==> config.mk <==
export PLATFORM = sky130hd
export DESIGN_NAME = issue_scheduler
export DESIGN_NICKNAME = d
export VERILOG_FILES = /design/src/rtl/pa_pkg.sv /design/src/rtl/operand_classifier.sv /design/src/rtl/issue_scheduler.sv
export SDC_FILE = /design/constraint.sdc
export NUM_CORES = 1
export LEC_CHECK = 0
export ABC_AREA = 1
export ABC_CLOCK_PERIOD_IN_PS = 2300
export BUFFER_PORTS_ARGS = -buffer_cell sky130_fd_sc_hd__buf_2
export CAP_MARGIN = 20
export CORE_ASPECT_RATIO = 0.75
export CORE_UTILIZATION = 25
export CTS_BUF_LIST = sky130_fd_sc_hd__clkbuf_2
export DETAILED_ROUTE_END_ITERATION = 6
export PLACE_DENSITY_LB_ADDON = 0.12
export SETUP_SLACK_MARGIN = 0.4
export SLEW_MARGIN = 20
export SYNTH_ARGS = -nofsm -noshare
export SYNTH_HDL_FRONTEND = slang
export SYNTH_SLANG_ARGS = --single-unit
==> constraint.sdc <==
create_clock -name clock_i -period 2.3 [get_ports clock_i]
set_input_delay 0.345 -clock clock_i [delete_from_list [all_inputs] [get_ports clock_i]]
set_output_delay 0.345 -clock clock_i [all_outputs]
set_load 0.05 [all_outputs]
==> src/rtl/pa_pkg.sv <==
// Shared issue-path definitions: opcodes, formats, instruction bundle.
// Used by issue_scheduler (ISSUE_SCHED_STALL_CNT_EN) and Decode.
package pa_pkg;

  localparam int unsigned NREGS_DEF = 32;

  localparam logic [6:0] OP_ADD   = 7'd1;
  localparam logic [6:0] OP_SUB   = 7'd2;
  localparam logic [6:0] OP_MUL   = 7'd3;
  localparam logic [6:0] OP_LOAD  = 7'd4;
  localparam logic [6:0] OP_STORE = 7'd5;
  localparam logic [6:0] OP_BR_LO = 7'd8;
  localparam logic [6:0] OP_BR_HI = 7'd11;

  localparam logic FMT_REG_IMM = 1'b1;
  localparam logic FMT_REG_REG = 1'b0;

  typedef struct packed {
    logic        is_branch;
    logic        fmt;
    logic [6:0]  opcode;
    logic [4:0]  prim;
    logic [15:0] sec;
  } instr_t;

endpackage

==> src/rtl/operand_classifier.sv <==
// Maps branch flag, format and opcode to register read/write use.
// Purely combinational; shared with Decode.
module operand_classifier
  import pa_pkg::*;
(
  input  logic       is_branch,
  input  logic       fmt,
  input  logic [6:0] opcode,
  output logic       p_read,
  output logic       p_write,
  output logic       s_read
);

  logic br_op;
  logic alu_op;
  logic mem_op;

  assign br_op  = (opcode >= OP_BR_LO) && (opcode <= OP_BR_HI);
  assign alu_op = (opcode >= OP_ADD) && (opcode <= OP_MUL);
  assign mem_op = (opcode == OP_LOAD) || (opcode == OP_STORE);

  always_comb begin
    p_read  = 1'b0;
    p_write = 1'b0;
    s_read  = 1'b0;
    unique case (1'b1)
      is_branch: begin
        p_read = br_op;
        s_read = br_op;
      end
      !is_branch: begin
        p_read  = alu_op;
        p_write = alu_op || mem_op;
        s_read  = alu_op || mem_op;
      end
    endcase
    unique case (fmt)
      FMT_REG_IMM: s_read = 1'b0;
      FMT_REG_REG: s_read = s_read;
    endcase
  end

endmodule

==> src/rtl/issue_scheduler.sv <==
// In-order issue stage with a RAW scoreboard enforcing LATENCY spacing.
// ISSUE_SCHED_STALL_CNT_EN adds a saturating stall counter output.
module issue_scheduler
  import pa_pkg::*;
#(
  parameter int unsigned LATENCY = 3,
  parameter int unsigned NREGS   = NREGS_DEF
) (
  input  logic        clock_i,
  input  logic        reset_ni,
  input  logic        valid_i,
  output logic        ready_o,
  input  logic        flush_i,
  input  logic        isBranch_i,
  input  logic        instructionFormat_i,
  input  logic [6:0]  opcode_i,
  input  logic [4:0]  primOperand_i,
  input  logic [15:0] secOperand_i,
  output logic        enable_o,
  output logic        isBranch_o,
  output logic        instructionFormat_o,
  output logic [6:0]  opcode_o,
  output logic [4:0]  primOperand_o,
  output logic [15:0] secOperand_o
`ifdef ISSUE_SCHED_STALL_CNT_EN
  ,
  output logic [31:0] stallCount_o
`endif
);

  localparam int unsigned CW =
    (LATENCY > 1) ? $clog2(LATENCY) : 1;
  localparam logic [CW-1:0] CNT_LOAD = CW'(LATENCY - 1);

  typedef enum logic {
    ST_EMPTY,
    ST_HELD
  } hold_st_e;

  hold_st_e      state_q;
  hold_st_e      state_d;
  instr_t        entry_q;
  instr_t        in_instr;
  logic [CW-1:0] cnt_q [NREGS];
  logic          p_read;
  logic          p_write;
  logic          s_read;
  logic          hazard;
  logic          issue;
  logic          load_entry;
  logic [4:0]    sec_idx;

  assign in_instr = {isBranch_i, instructionFormat_i,
                     opcode_i, primOperand_i, secOperand_i};

  operand_classifier u_cls (
    .is_branch (entry_q.is_branch),
    .fmt       (entry_q.fmt),
    .opcode    (entry_q.opcode),
    .p_read    (p_read),
    .p_write   (p_write),
    .s_read    (s_read)
  );

  assign sec_idx = entry_q.sec[4:0];
  assign hazard  = (p_read && (cnt_q[entry_q.prim] != '0))
                || (s_read && (cnt_q[sec_idx] != '0));
  assign ready_o = (state_q == ST_EMPTY) || !hazard;

  always_comb begin
    state_d    = state_q;
    load_entry = 1'b0;
    issue      = 1'b0;
    if (flush_i) begin
      state_d = ST_EMPTY;
    end else begin
      unique case (state_q)
        ST_EMPTY: begin
          if (valid_i) begin
            state_d    = ST_HELD;
            load_entry = 1'b1;
          end
        end
        ST_HELD: begin
          if (!hazard) begin
            issue = 1'b1;
            if (valid_i) load_entry = 1'b1;
            else state_d = ST_EMPTY;
          end
        end
      endcase
    end
  end

  always_ff @(posedge clock_i or negedge reset_ni) begin
    if (!reset_ni) begin
      state_q <= ST_EMPTY;
      entry_q <= '0;
    end else begin
      state_q <= state_d;
      if (load_entry) entry_q <= in_instr;
    end
  end

  always_ff @(posedge clock_i or negedge reset_ni) begin
    if (!reset_ni) begin
      enable_o            <= 1'b0;
      isBranch_o          <= 1'b0;
      instructionFormat_o <= 1'b0;
      opcode_o            <= '0;
      primOperand_o       <= '0;
      secOperand_o        <= '0;
    end else begin
      enable_o <= issue;
      if (issue) begin
        isBranch_o          <= entry_q.is_branch;
        instructionFormat_o <= entry_q.fmt;
        opcode_o            <= entry_q.opcode;
        primOperand_o       <= entry_q.prim;
        secOperand_o        <= entry_q.sec;
      end
    end
  end

  // A load at issue overrides the same-edge decrement.
  always_ff @(posedge clock_i or negedge reset_ni) begin
    if (!reset_ni) begin
      for (int i = 0; i < int'(NREGS); i++) cnt_q[i] <= '0;
    end else begin
      for (int i = 0; i < int'(NREGS); i++) begin
        if (issue && p_write && (int'(entry_q.prim) == i))
          cnt_q[i] <= CNT_LOAD;
        else if (cnt_q[i] != '0)
          cnt_q[i] <= cnt_q[i] - CW'(1);
      end
    end
  end

`ifdef ISSUE_SCHED_STALL_CNT_EN
  logic [31:0] stall_q;

  always_ff @(posedge clock_i or negedge reset_ni) begin
    if (!reset_ni) begin
      stall_q <= '0;
    end else if ((state_q == ST_HELD) && hazard
                 && (stall_q != '1)) begin
      stall_q <= stall_q + 32'd1;
    end
  end

  assign stallCount_o = stall_q;
`endif

endmodule

=== Word level (Yosys, flattened, before mapping) ===
Cells that the tools add are included.

* Bits in registers: 126
* Bits in latches: 0
* Memory bits (writable): 0
* Memories kept: 0
* Output and inout port bits: 32
* Memory bits (read-only): 0
* Word-level logic and storage cells: 313
* Bits of input ports: 34

* Order comparisons: 6
* Multipliers: 0
* Reduce and logical (&&, ||, !) cells: 110
* Div/mod/pow operators: 0
* Add/subtract/negate cells: 32
* Bitwise operators: 4
* Multiplexer cells: 84
* Equal/unequal tests: 33
* Shift operators: 0

{| class="wikitable"
|+ Operators by type and width
! kind !! count
|-
| 2-to-1 mux 2 bit || 68
|-
| nonzero test 2 bit || 66
|-
| == test 5 bit (second input constant) || 16
|-
| subtractor 2 x 1 -> 2 bit (second input constant) || 32
|-
| == test 5 x 4 -> 1 bit (second input constant) || 8
|-
| logical AND 1 bit || 37
|-
| binary-select mux 2 bit (select 5 bit) || 2
|-
| == test 5 x 3 -> 1 bit (second input constant) || 4
|-
| == test 7 x 3 -> 1 bit (second input constant) || 2
|-
| greater-or-equal comparator 6 bit (second input constant) || 2
|-
| NOT 5 -> 6 bit || 2
|-
| == test 5 x 2 -> 1 bit (second input constant) || 2
|-
| case mux 1 bit (2 select lines) || 5
|-
| 2-to-1 mux 1 bit || 9
|-
| greater-or-equal comparator 7 x 1 -> 1 bit (second input constant) || 1
|-
| greater-or-equal comparator 7 x 4 -> 1 bit (second input constant) || 1
|-
| <= comparator 7 x 2 -> 1 bit (second input constant) || 1
|-
| <= comparator 7 x 4 -> 1 bit (second input constant) || 1
|-
| == test 5 x 1 -> 1 bit (second input constant) || 1
|-
| zero test 5 bit || 1
|-
| logical OR 1 bit || 4
|-
| zero test 1 bit || 2
|-
| NOT 1 bit || 2
|}

=== Depth between registers and ports, before layout ===
Gate-level depths: netlist of run 1.

* Depth in word-level cells: 13
* Gate-level depth with buffers: 15
* Mapped depth without buffers: 14

=== By module ===
From an unflattened synthesis of run 1, not the netlist that was laid out.

* Cell total of the unflattened synthesis: 894
* Area, all modules: 6870.3 um^2

{| class="wikitable"
|+ Modules (own cells, without submodules)
! module !! sequential area each (um^2) !! cells an instance !! area each (um^2) !! instances
|-
| issue_scheduler || 3153.0 || 870 || 6760.2 || 1
|-
| operand_classifier || 0.0 || 24 || 110.1 || 1
|}

=== Worst setup path before layout of run 1 ===
Ideal clock, no wire load.

* Path type: register to output
* Start: register entry_q[17] (netlist name)
* End: output port ready_o
* Required time: 1955 ps
* Path slack: 214 ps
* Arrival: 1741 ps
* Stages on the path, launching flop included: 13
* Path buffers: 1
* Path through: dfrtp_1 > nand2_1 > inv_2 > o21ai_1 > nand2_1 > nor2_1 > nor2_1 > nor2_1 > nand3_1 > nand3_1 > nand2_2 > nand2_1 > buf_2

* Word-level cells in the longest chain between the ends: 9

{| class="wikitable"
|+ RTL lines
! what !! line !! RTL
|-
| start: declaration || issue_scheduler.sv:42 || <nowiki>instr_t entry_q;</nowiki>
|-
| start signal: assignment || issue_scheduler.sv:101 || <nowiki>if (load_entry) entry_q <= in_instr;</nowiki>
|-
| NOT 5 -> 6 bit (not written as such) || issue_scheduler.sv:66 || <nowiki>assign hazard = (p_read && (cnt_q[entry_q.prim] != '0))</nowiki>
|-
| binary-select mux 2 bit (select 5 bit) || issue_scheduler.sv:66 ||
|-
| 2-to-1 mux 2 bit (not written as such) (2 in series) || issue_scheduler.sv:66 ||
|-
| nonzero test 2 bit || issue_scheduler.sv:66 ||
|-
| logical AND 1 bit || issue_scheduler.sv:66 ||
|-
| logical OR 1 bit || issue_scheduler.sv:67 || <nowiki>|| (s_read && (cnt_q[sec_idx] != '0));</nowiki>
|-
| zero test 1 bit || n/a ||
|-
| logical OR 1 bit || issue_scheduler.sv:68 || <nowiki>assign ready_o = (state_q == ST_EMPTY) || !hazard;</nowiki>
|-
| end: declaration || issue_scheduler.sv:12 || <nowiki>output logic ready_o,</nowiki>
|}

No other way between the ends. The select of a mux whose other input is x is not followed.

=== Worst setup path in the final report of run 1 ===
* Start: register entry_q[16] (netlist name)
* End: register entry_q[3] (netlist name)

* Word-level cells in the longest chain between the ends: 10

{| class="wikitable"
|+ RTL lines
! what !! line !! RTL
|-
| NOT 5 -> 6 bit (not written as such) || issue_scheduler.sv:66 ||
|-
| binary-select mux 2 bit (select 5 bit) || issue_scheduler.sv:66 ||
|-
| 2-to-1 mux 2 bit (not written as such) (2 in series) || issue_scheduler.sv:66 ||
|-
| nonzero test 2 bit || issue_scheduler.sv:66 ||
|-
| logical AND 1 bit || issue_scheduler.sv:66 ||
|-
| logical OR 1 bit || issue_scheduler.sv:67 ||
|-
| 2-to-1 mux 1 bit || issue_scheduler.sv:85 || <nowiki>if (!hazard) begin</nowiki>
|-
| case mux 1 bit (2 select lines) || issue_scheduler.sv:77 || <nowiki>unique case (state_q)</nowiki>
|-
| 2-to-1 mux 1 bit || issue_scheduler.sv:74 || <nowiki>if (flush_i) begin</nowiki>
|}

No other way between the ends. The select of a mux whose other input is x is not followed.
A chain may end at the register's enable or synchronous reset.

==> results.ini, run 1 <==
[status]
status=complete, but fails checks
violations=negative setup slack

[global_route]
grt_usage=0.1591
grt_max_degree=56
grt-ovfl-total=0
antenna_found_initial=0
grt_pass1_vias=5735
grt_pass1_wl_um=32530

[route]
totalWireLength_um=21610
wl_per_cell_um=15.33
postRouteAntennaNets=0
drt_iter0_markers=280
num_vias=6162
vias_per_cell=4.370
drt_first_pass_iters=5
drcViolationCount=0

[power]
vdd_drop_max_v=0.0005524
switching_share=0.4665
p_clk_frac=0.121
power_switching_w=0.005653
seq_power_share=0.331
leakage_nw=4.944
internal_power_w=0.006465
power_frac_comb=0.548
cellPowerDensity_nw_per_um2=1228

[synthesis]
syn_nets=939
yosys.area_share.simple=0.2902
synth_seq_area_share=0.4733
muxShareOfSynthArea=0
synthFlopType=dfrtp_1
synth_cells=873
ys_top_cells_by_count=nand2_1, nor2_1, dfrtp_1, inv_1, nand3_1
synth_top_area_frac=0.4733
synth_seq_cells=126
yosysMostFrequentCell=nand2_1
syn_area_um2=6661
synth_top_family_by_area=simple AND/OR/NAND/NOR gates
synth-xor-area-share=0.04207
synth-edff-count=0
avgSynthCellArea_um2=7.630
synth_area_leaders=dfrtp_1, nand2_1, nor2_1
ys_async_sr_fraction=1.000
ys_types=27
synth_compound_area_frac=0.06574
synthAdderAreaFrac=0.06011
synth_area_leader_cell=dfrtp_1
yosysWarningCount=0

[worst_setup_path]
cp_slowest_stage_delay_ns=0.54
crit_buf_inv=9
path_cells=nand2_4 > buf_12 > a21oi_1 > a21oi_1 > nand2_1 > nand2_1 > nand3_1 > nand3_2 > nand2_2 > nand2_4 > buf_6 > buf_6 > buf_6 > buf_6 > buf_6 > buf_6 > buf_12 > nand2_8 > clkbuf_16 > nand2_1 > nand2_1
path_class=reg -> reg
cp-startpoint=entry_q[16]
r2r_end=entry_q[3]
ff2ff_path_depth=21
cp.required_ns=2.98
cp_max_fo=6
critical_path_arrival_ns=3.51
crit_slowest_cell=dfrtp_2
crit_path_frequent_cell=buf_6
endpoint_kind=flop
regToRegSetupSlack_ns=-0.53
r2r-start=entry_q[16]
start_kind=flop
cp_top_family=buffers and inverters

[sta]
finalSetupViolCount=68
layout_setup_ws_ns=-0.5346
worstMarginPinSlew_ns=0.5626
finClkSkew_ns=0.03922
min_period_ns=2.835
post-route-period-util=1.232
hold-worst-slack_ns=0.1328
slew_viol_final=0
rsz0062_at_grt=yes
hold_viol=0
fmax_mhz=352.8
slew_headroom=0.6249

[cells_and_area]
syn2layout_area_growth_pct=48.08
diodes=0
stdcell_count=1410
drive_above_1_share=0.3171
fin_area_um2=9864
final_util=0.3789
nets=1123

[placement]
dp_cells=1295
place_congestion=0.7977
io_buffer_count=65
dp_slack_ns=-0.1401
detailed_place_hpwl_um=13770
placed_area_um2=7694

[clock_network]
cts_buffers=17
tritoncts=yes
cts_max_path_buffers=2
cts_sinks=126
clk-insertion-delay-late_ns=0.75
htreeDepth=4
clk_pin_slew_ns=0.21
root_buffer=clkbuf_2

[floorplan]
placementRows=51
chipHeight_um=143.4
core_area_um2=26040
die_w_um=190.5
dieArea_um2=27310
start_util=0.2559
ios=66

[flow_run]
drv_cap=0

[min_path]
worstHoldPathType=in -> async

layer usage:
metal / part of all wire / global-route usage / vias up
li1: - / - / 3131
met2: 0.41 / 0.2098 / 95
met5: 0 / 0 / -
met3: 0.034 / 0.03419 / 11
met4: 0.0073 / 0.03663 / 0
met1: 0.55 / 0.2542 / 2925
layout make-up:
cell class                      instances  area [um^2]
Clock buffer                           20        100.1
Fill cell                            2748        16170
Timing Repair Buffer                  190         1958
Multi-Input combinational cell        631         3712
Tap cell                              344        430.4
Inverter                               90        374.1
Clock inverter                          8        120.1
Sequential cell                       126         3158
Timing Repair inverter                  1        11.26
per-stage QoR:
step                      setup TNS (ns)  power [W]
final                             -16.63    0.01212
after CTS                         -1.314    0.01170
after global placement            -3.480   0.009544
after detailed placement          -3.449   0.009556
after floorplan                        0   0.008034
after global routing              -29.79    0.01327
power groups by stage:
stage / Sequential [W] / Clock (W) / Combinational, W
finish: 0.00402 / 0.00146 / 0.00664
floorplan: 0.00467 / 0 / 0.00336
detailed placement: 0.00399 / 0 / 0.00556
global placement: 0.00401 / 0 / 0.00554
global route: 0.00417 / 0.00161 / 0.00749
CTS: 0.00396 / 0.00152 / 0.00622
worst max-delay path by stage:
stage	end	slack (ns)	depth (start not counted)
3_3_place_gp	primOperand_o[4]	-0.13	14
6_report	entry_q[3]	-0.53	21
5_1_grt	ready_o	-0.72	12
2_1_floorplan	ready_o	0.40	10
3_5_place_dp	secOperand_o[11]	-0.14	14
4_1_cts	ready_o	-0.58	12
what timing repair did:
item / in CTS / in global routing
gates resized for setup: 156 / 118
hold buffers: 33 / 0
buffers inserted: 15 / 21
endpoints found under the setup margin: 126 / 127
cloned: 10 / 8
pin swaps: 24 / 22
endpoints found under the hold margin: 157 / 0
registers in the layout, summed over array words and instances (netlist names):
register             flops
state_q                  1
cnt_q                   64
opcode_o                 7
entry_q                 30
isBranch_o               1
instructionFormat_o      1
enable_o                 1
primOperand_o            5
secOperand_o            16
kinds of logic after synthesis:
kind of cell    Yosys count
simple gates            481
flops                   126
buf+inv                 116
compound gates           86
xor+xnor                 32
fa+ha+maj                32
cell usage in the layout, fill, tap and decap left out, types with 21 or more instances in the layout:
cell | synthesis | layout
xor2_1 | 27 | 27
nor2_1 | 138 | 99
o21ai_2 | 0 | 29
buf_4 | 0 | 38
nand2_2 | 1 | 35
nand3_1 | 73 | 64
a21oi_1 | 37 | 35
ha_1 | 32 | 32
dlygate4sd3_1 | 0 | 33
dfrtp_1 | 126 | 122
nor2_4 | 1 | 28
buf_6 | 0 | 21
buf_2 | 17 | 63
nand2_4 | 0 | 21
nand2_1 | 257 | 201
inv_1 | 85 | 83
(Power assumes the default switching activity.)
==> run 2, diff against run 1 <==
PLACE_DENSITY = 0.45   (was unset)
PLACE_DENSITY_LB_ADDON = unset   (was 0.12)
==> results.ini, run 2 (synthesis gave the netlist of run 1 again) <==
[clock_network]
clk-insertion-delay-late_ns=0.76  ; about the same
cts_sinks=126  ; unchanged
clk_pin_slew_ns=0.23  ; +0.02 ns
htreeDepth=4  ; unchanged
cts_buffers=17  ; unchanged
cts_max_path_buffers=2  ; unchanged
tritoncts=yes
root_buffer=clkbuf_2

[worst_setup_path]
path_class=reg -> out
setup.worst_path.end=ready_o
cp_max_fo=7  ; +1
cp.required_ns=1.96  ; -1.02 ns
crit_path_frequent_cell=nor2_1
r2r-start=entry_q[16]
critical_path_arrival_ns=2.44  ; -1.07 ns
crit_buf_inv=2  ; -7
cp_slowest_stage_delay_ns=0.56  ; +0.02 ns
path_cells=nand2_4 > buf_4 > o21ai_2 > nor2_1 > nor2_1 > nor2_1 > nand3_1 > nand3_2 > nand2_2 > nand2_4 > buf_6
endpoint_kind=primary output
start_kind=flop
cp-startpoint=entry_q[17]
ff2ff_path_depth=18  ; -14%
regToRegSetupSlack_ns=-0.06  ; +0.47 ns
cp_top_family=simple AND/OR/NAND/NOR gates
crit_slowest_cell=dfrtp_2
r2r_end=secOperand_o[3]
worst-path-stages=11  ; -48%

[global_route]
grt_pass1_wl_um=32470  ; -0.19%
grt_max_degree=51  ; -8.9%
grt-ovfl-total=0  ; unchanged
grt_usage=0.1572  ; -0.001906
grt_pass1_vias=5846  ; +1.9%
antenna_found_initial=0  ; unchanged

[sta]
fin_setup_tns_ns=-1.389  ; +15.24 ns
slew_headroom=0.5366  ; -0.08829
hold_viol=0  ; unchanged
layout_setup_ws_ns=-0.4821  ; +0.05251 ns
worstMarginPinSlew_ns=0.6887  ; +0.1261 ns
slew_viol_final=0  ; unchanged
hold-worst-slack_ns=0.09493  ; -0.03791 ns
finClkSkew_ns=0.04078  ; +0.001561 ns
finalSetupViolCount=37  ; -46%
rsz0062_at_grt=yes
post-route-period-util=1.210  ; -0.02283
min_period_ns=2.782  ; -0.05251 ns
fmax_mhz=359.4  ; +1.9%

[status]
status=complete, but fails checks
violations=negative setup slack

[cells_and_area]
final_cell_mix=nand2_1, dfrtp_1, nor2_1
drive_above_1_share=0.2660  ; -0.05110
diodes=0  ; unchanged
syn2layout_area_growth_pct=41.62
top_regs=cnt_q (64), entry_q (30), secOperand_o (16)
fin_area_um2=9434  ; -4.4%
largest_register=cnt_q
final_common_cell=nand2_1
largest_register_ffs=64  ; unchanged
fillCellCount=2710  ; -1.4%
nets=1117  ; -0.53%

[floorplan]
chipHeight_um=143.4  ; unchanged
dieArea_um2=27310  ; unchanged
die_w_um=190.5  ; unchanged
core_area_um2=26040  ; unchanged
start_util=0.2559  ; unchanged
ios=66  ; unchanged
placementRows=51  ; unchanged

[power]
vdd_drop_max_v=0.0006589  ; +19%
cellPowerDensity_nw_per_um2=1240  ; +0.91%
leakage_nw=4.845  ; -2.0%

[flow_run]
drv_cap=0  ; unchanged

[placement]
place_congestion=0.8222  ; +3.1%
io_buffer_count=65  ; unchanged
detailed_place_hpwl_um=13560  ; -1.5%
placed_area_um2=7714  ; +0.26%

[route]
wl_met3_um=993  ; +34%
route.met2.wl_um=8308  ; -5.7%
totalWireLength_um=20820  ; -3.7%
drcViolationCount=0  ; unchanged
drt_iter0_markers=362  ; +29%
vias_per_cell=4.445  ; +1.7%
dr.max_layer_used=met5
num_vias=6258  ; +1.6%
drt_first_pass_iters=5  ; unchanged
postRouteAntennaNets=0  ; unchanged
wl_met1_um=11300  ; -5.1%
wl_per_cell_um=14.79  ; -3.5%

[min_path]
worstHoldPathType=in -> async

[run 2: final cells by class]
type / count / area, um^2 / share of cell area
multi-input cells: 631 / 3413 / 0.3618
clock buffers: 17 / 85.08 / 0.009019
flip-flops and latches: 126 / 3156 / 0.3345
inverters: 90 / 351.6 / 0.03727
repair buffers: 185 / 1876 / 0.1988
clock inverters: 15 / 122.6 / 0.01300
well taps: 344 / 430.4 / 0.04562
[run 2: worst min-delay path by stage]
stage,slack (ns),endpoint,depth (start not counted),from
2_1_floorplan,0.05,cnt_q[0],0,reset_ni
3_3_place_gp,0.34,cnt_q[58],1,reset_ni
3_5_place_dp,0.34,cnt_q[58],1,reset_ni
4_1_cts,0.06,secOperand_o[3],2,reset_ni
5_1_grt,0.05,entry_q[26],2,reset_ni
6_report,0.09,entry_q[23],2,reset_ni
[run 2: what timing repair did]
action	in CTS	in global routing
gates resized for setup	130	45
hold buffers	33	0
endpoints found under the hold margin	157	0
pin swaps	11	13
cloned	13	1
setup buffers	23	10
setup endpoints to repair	126	132
[run 2: power breakdown]
group / leakage, nW / internal (W) / switching (W)
Sequential: 1.53 / 0.00321 / 0.000755
Combinational: 3.19 / 0.00255 / 0.00384
Clock: 0.121 / 0.000382 / 0.000965
[run 2: metrics by stage]
step	std cells	worst slack [ns]	power, W	util
2_1_floorplan	873	0.3997	0.008034	-
3_3_place_gp	1296	0.06235	0.009431	0.2963
3_5_place_dp	1296	0.06281	0.009528	0.2963
4_1_cts	1397	-0.5933	0.01151	0.3520
5_1_grt	1408	-0.6637	0.01281	0.3624
6_report	1408	-0.4821	0.01169	0.3624
[run 2: worst reg2reg max path: stages, from the launching register on]
cell and delay [ns]:
dfrtp_2 0.53, inv_4 0.11, nor2_4 0.05, buf_6 0.14, nand2_1 0.05, nand2_1 0.06
nor2_1 0.09, nor2_1 0.05, nor2_1 0.10, nand3_1 0.08, nand3_2 0.10, nand2_2 0.08
buf_4 0.15, nor2_4 0.13, buf_6 0.13, inv_6 0.05, bufbuf_16 0.28, nand2_1 0.06
nand2_1 0.04
[run 2: routing by layer]
metal	vias up	track usage
met3	14	0.03956
met5	-	0.01282
met1	3015	0.2450
li1	3118	-
met4	2	0.03537
met2	109	0.2096
